`src/rtl/ssd_scan_driver.sv`:
```
// ssd_scan_driver
//   Time-multiplexed seven-segment display driver. A prescaler divides the
//   clock so that each digit is lit for REFRESH_DIV cycles. Digits are lit in
//   order 0..NUM_DIGITS-1, and a pulse marks the end of each full scan. New
//   values are captured into a pending buffer and only become visible at a
//   frame boundary, so a frame never shows a mix of old and new digits.
//
// Parameters
//   NUM_DIGITS  : number of multiplexed digits (1..8)
//   REFRESH_DIV : clock cycles each digit is lit (>= 2)
//   LZ_BLANK    : 1 = blank leading zeros on digits above digit 0
//
// Ports
//   clk        : clock, rising edge
//   rst        : asynchronous active-high reset
//   bcd_in     : BCD digits, nibble k = digit k, digit 0 least significant
//   dp_in      : decimal-point request per digit, active-high
//   load       : one-cycle strobe capturing bcd_in / dp_in
//   blank      : active-high, forces the display dark (scan keeps running)
//   seg        : segments {a,b,c,d,e,f,g}, seg[6] = a, active-low, registered
//   dp         : decimal point, active-low, registered
//   an         : digit anodes, active-low one-hot, registered
//   frame_done : one-cycle pulse after the last digit slot of a scan
module ssd_scan_driver #(
  parameter int NUM_DIGITS  = 4,
  parameter int REFRESH_DIV = 100000,
  parameter int LZ_BLANK    = 1
) (
  input  logic                    clk,
  input  logic                    rst,
  input  logic [4*NUM_DIGITS-1:0] bcd_in,
  input  logic [NUM_DIGITS-1:0]   dp_in,
  input  logic                    load,
  input  logic                    blank,
  output logic [6:0]              seg,
  output logic                    dp,
  output logic [NUM_DIGITS-1:0]   an,
  output logic                    frame_done
);

  localparam int PW = (REFRESH_DIV > 1) ? $clog2(REFRESH_DIV) : 1;
  localparam int IW = (NUM_DIGITS > 1) ? $clog2(NUM_DIGITS) : 1;
  localparam logic [PW-1:0] PRESC_LAST = PW'(REFRESH_DIV - 1);
  localparam logic [IW-1:0] IDX_LAST   = IW'(NUM_DIGITS - 1);

  // Active-low segment pattern for a BCD nibble; codes 10-15 are dark.
  function automatic logic [6:0] bcd_to_seg(input logic [3:0] nib);
    logic [6:0] s;
    case (nib)
      4'd0:    s = 7'b0000001;
      4'd1:    s = 7'b1001111;
      4'd2:    s = 7'b0010010;
      4'd3:    s = 7'b0000110;
      4'd4:    s = 7'b1001100;
      4'd5:    s = 7'b0100100;
      4'd6:    s = 7'b0100000;
      4'd7:    s = 7'b0001111;
      4'd8:    s = 7'b0000000;
      4'd9:    s = 7'b0000100;
      default: s = 7'b1111111;
    endcase
    return s;
  endfunction

  logic [PW-1:0]           presc_r;
  logic [IW-1:0]           idx_r;
  logic [4*NUM_DIGITS-1:0] shadow_bcd_r;
  logic [NUM_DIGITS-1:0]   shadow_dp_r;
  logic [4*NUM_DIGITS-1:0] pend_bcd_r;
  logic [NUM_DIGITS-1:0]   pend_dp_r;
  logic                    pend_flag_r;

  logic                    tick_s;
  logic                    boundary_s;
  logic                    lz_run_s;
  logic [NUM_DIGITS-1:0]   lz_s;
  logic [3:0]              cur_nib_s;
  logic                    cur_dp_s;
  logic                    cur_lz_s;
  logic [NUM_DIGITS-1:0]   an_sel_s;
  logic [6:0]              seg_next_s;
  logic                    dp_next_s;
  logic [NUM_DIGITS-1:0]   an_next_s;

  assign tick_s     = (presc_r == PRESC_LAST);
  assign boundary_s = tick_s & (idx_r == IDX_LAST);

  // Prescaler and digit index: the index steps once per prescaler wrap.
  always_ff @(posedge clk or posedge rst) begin
    if (rst) begin
      presc_r <= '0;
      idx_r   <= '0;
    end else begin
      if (tick_s) begin
        presc_r <= '0;
        idx_r   <= (idx_r == IDX_LAST) ? '0 : idx_r + IW'(1);
      end else begin
        presc_r <= presc_r + PW'(1);
      end
    end
  end

  // Pending / shadow buffers: new data reaches the display only at a frame
  // boundary. A load landing exactly on the boundary bypasses the pending
  // buffer so it is not delayed by a whole frame.
  always_ff @(posedge clk or posedge rst) begin
    if (rst) begin
      shadow_bcd_r <= '0;
      shadow_dp_r  <= '0;
      pend_bcd_r   <= '0;
      pend_dp_r    <= '0;
      pend_flag_r  <= 1'b0;
    end else begin
      if (load && boundary_s) begin
        shadow_bcd_r <= bcd_in;
        shadow_dp_r  <= dp_in;
        pend_flag_r  <= 1'b0;
      end else if (load) begin
        pend_bcd_r   <= bcd_in;
        pend_dp_r    <= dp_in;
        pend_flag_r  <= 1'b1;
      end else if (boundary_s && pend_flag_r) begin
        shadow_bcd_r <= pend_bcd_r;
        shadow_dp_r  <= pend_dp_r;
        pend_flag_r  <= 1'b0;
      end
    end
  end

  // Leading-zero mask: digit k is blanked when it and every digit above it
  // are zero. Digit 0 is never blanked so a zero value still shows "0".
  always_comb begin
    lz_run_s = 1'b1;
    lz_s     = '0;
    for (int k = NUM_DIGITS - 1; k >= 0; k--) begin
      lz_run_s = lz_run_s & (shadow_bcd_r[4*k +: 4] == 4'd0);
      lz_s[k]  = lz_run_s & (k != 0) & (LZ_BLANK != 0);
    end
  end

  // Select the currently scanned digit's nibble, dp and blank flag.
  always_comb begin
    cur_nib_s = 4'd0;
    cur_dp_s  = 1'b0;
    cur_lz_s  = 1'b0;
    an_sel_s  = '1;
    for (int k = 0; k < NUM_DIGITS; k++) begin
      if (idx_r == IW'(k)) begin
        cur_nib_s   = shadow_bcd_r[4*k +: 4];
        cur_dp_s    = shadow_dp_r[k];
        cur_lz_s    = lz_s[k];
        an_sel_s[k] = 1'b0;
      end else begin
        an_sel_s[k] = 1'b1;
      end
    end
  end

  // Next output values; a zero-blanked digit still shows its decimal point.
  always_comb begin
    seg_next_s = 7'b1111111;
    dp_next_s  = 1'b1;
    an_next_s  = '1;
    if (blank) begin
      seg_next_s = 7'b1111111;
      dp_next_s  = 1'b1;
      an_next_s  = '1;
    end else begin
      an_next_s = an_sel_s;
      dp_next_s = ~cur_dp_s;
      if (cur_lz_s) begin
        seg_next_s = 7'b1111111;
      end else begin
        seg_next_s = bcd_to_seg(cur_nib_s);
      end
    end
  end

  // Output registers: one cycle behind the index/shadow state.
  always_ff @(posedge clk or posedge rst) begin
    if (rst) begin
      seg        <= 7'b1111111;
      dp         <= 1'b1;
      an         <= '1;
      frame_done <= 1'b0;
    end else begin
      seg        <= seg_next_s;
      dp         <= dp_next_s;
      an         <= an_next_s;
      frame_done <= boundary_s;
    end
  end

endmodule

```
`config.mk`:
```
export PLATFORM = sky130hd
export DESIGN_NAME = ssd_scan_driver
export DESIGN_NICKNAME = d
export VERILOG_FILES = /design/src/rtl/ssd_scan_driver.sv
export SDC_FILE = /design/constraint.sdc
export NUM_CORES = 1
export LEC_CHECK = 0
export ABC_AREA = 1
export BUFFER_PORTS_ARGS = -buffer_cell sky130_fd_sc_hd__buf_2
export CORE_ASPECT_RATIO = 1.25
export CORE_MARGIN = 2
export CORE_UTILIZATION = 35
export CTS_BUF_LIST = sky130_fd_sc_hd__clkbuf_8
export DETAILED_ROUTE_END_ITERATION = 16
export PLACE_DENSITY = 0.54
export SYNTH_ARGS = -nofsm -noshare
export SYNTH_HDL_FRONTEND = slang
export SYNTH_SLANG_ARGS = --single-unit
```
`constraint.sdc`:
```
create_clock -name clk -period 2.5 [get_ports clk]
set_input_delay 0.5 -clock clk [delete_from_list [all_inputs] [get_ports clk]]
set_output_delay 0.5 -clock clk [all_outputs]
set_load 0.1 [all_outputs]
```
* Word-level counts from Yosys, hierarchy flattened
Memories as Yosys holds them, arrays and structs flattened. Index checks and enable logic that the tools add are counted.
Storage, ports and cells: register bits 73, bits in read-only memories 112, bits of input ports 24, word-level logic and storage cells 64, memories kept 1
Cells by class: add/subtract/negate cells 2, eq/ne operators 5, mux-type cells 30, bitwise gates (word level) 5, reductions and logical operators 10
Memories:
- (no name shown) | depth 16, bits a word 7, read ports 1, clocked after Yosys merged registers in 0, write ports 0, line 49 | case (nib)
Operators by type and width (number):
- $mux W16 | 3
- $mux W4 | 8
- $add A17 B1 Y17 const B | 1
- $eq A17 B17 Y1 const B | 1
- $mux W17 | 1
- $mux W1 | 15
- $mux W7 | 2
- $logic_not A4 Y1 | 3
- $eq A2 B2 Y1 const B | 2
- $reduce_and A2 Y1 | 2
- $and A1 B1 Y1 | 3
- $reduce_bool A3 Y1 | 1
- $add A2 B1 Y2 const B | 1
- $eq A2 B1 Y1 const B | 1
- $logic_and A1 B1 Y1 | 2
- $logic_not A2 Y1 | 1
- $mux W2 | 1
- $ne A2 B1 Y1 const B | 1
- $not A1 Y1 | 2
- $reduce_bool A2 Y1 | 1

* Logic depth before layout (Yosys ltp)
depth after elaboration 8, gate-level depth with buffers 14, gate-level depth less buffers 13

* Worst setup path after synthesis
No wires, ideal clock.
kind reg-to-reg, start register idx_r[0], end register seg[3], setup time 0.099 ns, arrival 1.687 ns, slack 0.714 ns, cell stages (with the launch flop) 13, path buffers 1, period minus slack after synthesis 1.786 ns, cell sequence dfrtp_1 inv_1 ha_1 buf_2 inv_1 nand3_1 nand2_1 nand2_1 ha_1 inv_1 nand3_1 nand3_1 nand3_1
Between the ends: cells in the longest elaborated chain, start to end 8, elaborated cells on any way between the ends 14
Ends and longest elaborated chain:
- from (decl) | line 66 | logic [IW-1:0] idx_r;
- from (signal assigned) | line 96 | idx_r <= (idx_r == IDX_LAST) ? '0 : idx_r + IW'(1);
- $logic_not A2 Y1 | line 148 | if (idx_r == IW'(k)) begin
- $mux W4 (4 in series) | line 148
- $mem_v2 Z16 W7
- $mux W7 (*) | line 171 | if (cur_lz_s) begin
- $mux W7 (*) | line 164 | if (blank) begin
- net seg_next_s[3] | line 81 | logic [6:0] seg_next_s;
- to (signal assigned) | line 187 | seg <= seg_next_s;
- to (decl) | line 35 | output logic [6:0] seg,
Mark *: on every way through the listed nets, which the timed path passes. The rest lies on a longest branch. A chain may end at the register's enable or synchronous reset.

* Final worst setup path
start register idx_r[1], end register seg[3]
The elaborated chain is that of the path after synthesis.

==> run metrics <==
filler cell count in the final layout 1136; share of power burned in combinational logic 8.0%; peak clock frequency supported by timing 0.4930 GHz; worst hold path class input pin to async pin; required arrival time at the worst endpoint 2.75 ns; P&R area growth vs syn 12.60%; WL final 8070 um; via total after detailed routing 3125; Setup Viol. Count Final 0; r2r setup slk 0.47 ns; gp weighted congestion 0.9088; ratio of cells with drive above 1 in the final layout 16.17%; arrival time of data at the critical path endpoint 2.28 ns; Static Leakage 2.436 nW; Total Negative Setup Slacks 0 ns; Longest Clk Path Bufs 2; Layout Cell Area excl Fill 4304 sq um; internal power contribution 1.743 mW; switching share of power 24.69%; starting density of the core 36.01%; final hold violation count 0; antenna violations before repair 0; highest net fanout along the worst path 9; Inserted Diodes 0; horizontal die dimension 97.47 um; CTS tree done; reg-to-reg endpoint seg[3]$_DFF_PP1_; unrepaired setup endpoints after global routing false; yosys synthesis warning count 0; detailed router's first-iteration violation count 135; minimum period implied by the final worst setup slack 2.028 ns; netlist area before placement 3822 sq um; count of unresolved DRC violations after routing 0; Reg2Reg Launch Point idx_r[1]$_DFFE_PP0N_; average routed wire per standard cell 12.04 um; clock latency reported for the late side of the worst-skew pair 0.35 ns; worst path setup slack after routing 0.4715 ns; R2R depth 12; number of clock sinks seen by CTS 73; post-DP HPWL 5938 um; drt via density 4.664; site row count 42; Detail Route Antenna Nets 0; number of buffers inserted by post-CTS setup repair 0; syn nets 533; fraction of the core area covered by cells at the end of the flow 40.55%; number of iterations in the first detailed-routing pass 4; total number of H-tree levels 3; # nets final 570; commonest non-fill, non-tap cells in the layout sky130_fd_sc_hd__nand2_1 (167), sky130_fd_sc_hd__nor2_1 (66), sky130_fd_sc_hd__dfrtp_1 (61); clock network fraction of design power 38.8%; number of port buffers 36; Switch Pwr 0.5714 mW; mean instance size in the synthesized netlist 7.676 sq um; number of placed instances with taps included 656; number of max-capacitance violations reported 0; wire length of the first global-routing pass 14620 um; pin count of the biggest net entering global routing 48; run status finished, final reports clean; worst slew margin relative to its limit 57.76%; top-level I/O count 37; pre-CTS worst setup slack 0.5000 ns; Synth Instances 498; CP Class flop to flop; GRT Residual Overflow 0; Post-Route Skew 0.01123 ns; element type at the critical path end flop; number of clock buffers inserted by TritonCTS 9; Root Driver sky130_fd_sc_hd__clkbuf_8; post-route clock period utilization 81.14%; number of instances resized during post-cts repair 0; maximum VDD drop 0.2563 mV; most common cell after layout, fill and taps aside sky130_fd_sc_hd__nand2_1; final cell count without fillers 670; transition at the pin with the smallest max-transition slack 0.6330 ns; clock transition at the registers of the reported paths 0.07 ns; startpoint type of the worst setup path flop; via count of the first global-routing pass 3264; share of total power in sequential cells 53.3%; Total Die Area 11780 sq um; die height 120.8 um; Synth Register Bits 73; count of hold-fix buffers inserted at cts 0; placed cell area 4121 sq um; number of distinct library cells after synthesis 33; post-synthesis sequential area ratio 48.18%; Core Box Area 10620 sq um; pins over their slew limit 0; global-route usage over all layers 15.22%; power density of the placed cells 537.7 nW/um^2
## cell usage after synthesis (all sizes together)
cell type,count,area (sq um)
nand2,169,644.4
nor2,69,285.3
inv,64,240.2
dfrtp,61,1526
nand3,44,225.2
buf,15,91.33
a21oi,12,60.06
dfstp,12,315.3
ha,11,137.6
o21ai,9,45.04
xor2,6,52.55
a22oi,5,52.55
nand4,5,46.29
or2,4,25.02
nor3,3,15.01
clkbuf,2,7.510
nor4,2,12.51
xnor2,2,17.52
o211ai,1,7.510
o21bai,1,7.510
o31ai,1,7.510
## sequential cells by signal, indices dropped and copies added, names as in the netlist, 2 cells and up
name          count
idx_r             2
seg               7
pend_dp_r         4
shadow_bcd_r     16
pend_bcd_r       16
shadow_dp_r       4
an                4
presc_r          17
## cell type report
class | count | area (sq um) | area share [%]
Sequential cell | 73 | 1842 | 42.79
Multi-Input combinational cell | 344 | 1642 | 38.14
Inverter | 64 | 240.2 | 5.581
Timing Repair Buffer | 43 | 232.7 | 5.407
Tap cell | 132 | 165.2 | 3.837
Clock buffer | 10 | 137.6 | 3.198
Clock inverter | 4 | 45.04 | 1.047
## power by group through the flow
stage               clock (mW)  combinational [mW]  sequential [mW]
CTS                      0.928               0.190             1.23
global route             0.966               0.212             1.24
global placement             0               0.188             1.25
detailed placement           0               0.189             1.26
floorplan                    0              0.0937             1.30
finish                   0.897               0.184             1.23
## per-stage QoR
stage / hold WS [ns] / power, mW
4_1_cts: 0.2007 / 2.351
3_5_place_dp: 0.4577 / 1.445
6_report: 0.1982 / 2.315
5_1_grt: 0.2315 / 2.414
2_1_floorplan: 0.4226 / 1.392
3_3_place_gp: 0.4474 / 1.443
## routing by layer
metal / part of all wire (%) / GRT usage (%) / vias up
met4: 2.7 / 7.986 / 0
met1: 45 / 18.13 / 1462
met2: 49 / 26.38 / 47
met3: 2.9 / 2.486 / 17
li1: - / - / 1599
met5: 0 / 0 / -
## worst max path at each step
stage	endpoint	from	slack, ns
after floorplan	frame_done$_DFF_PP0_	rst	0.17
after global placement	seg[1]$_DFF_PP1_	idx_r[0]$_DFFE_PP0N_	0.53
after detailed placement	seg[3]$_DFF_PP1_	idx_r[1]$_DFFE_PP0N_	0.50
after CTS	seg[3]$_DFF_PP1_	idx_r[1]$_DFFE_PP0N_	0.47
after global routing	seg[3]$_DFF_PP1_	idx_r[1]$_DFFE_PP0N_	0.22
final	seg[3]$_DFF_PP1_	idx_r[1]$_DFFE_PP0N_	0.47
## critical path: stages, from the launching register on
cell,delay [ns]
sky130_fd_sc_hd__dfrtp_1,0.40
sky130_fd_sc_hd__inv_1,0.10
sky130_fd_sc_hd__ha_1,0.31
sky130_fd_sc_hd__inv_1,0.13
sky130_fd_sc_hd__nand2_1,0.08
sky130_fd_sc_hd__nand3_1,0.06
sky130_fd_sc_hd__nand2_1,0.06
sky130_fd_sc_hd__nand2_1,0.14
sky130_fd_sc_hd__ha_1,0.33
sky130_fd_sc_hd__inv_1,0.05
sky130_fd_sc_hd__nand3_1,0.08
sky130_fd_sc_hd__nand3_1,0.10
sky130_fd_sc_hd__nand3_1,0.08
## cell families (layout without fill, tap and decap cells)
family | after synthesis | count (layout) | share of synthesized area, %
and+or+nand+nor | 296 | 296 | 32.80
buffers and inverters | 81 | 121 | 8.871
DFF | 73 | 73 | 48.18
xor gates and xnor gates | 8 | 8 | 1.833
adders and majority gates | 11 | 11 | 3.601
AOI/OAI and AO/OA | 29 | 29 | 4.714
No activity file was read; power rests on OpenSTA's default activity.
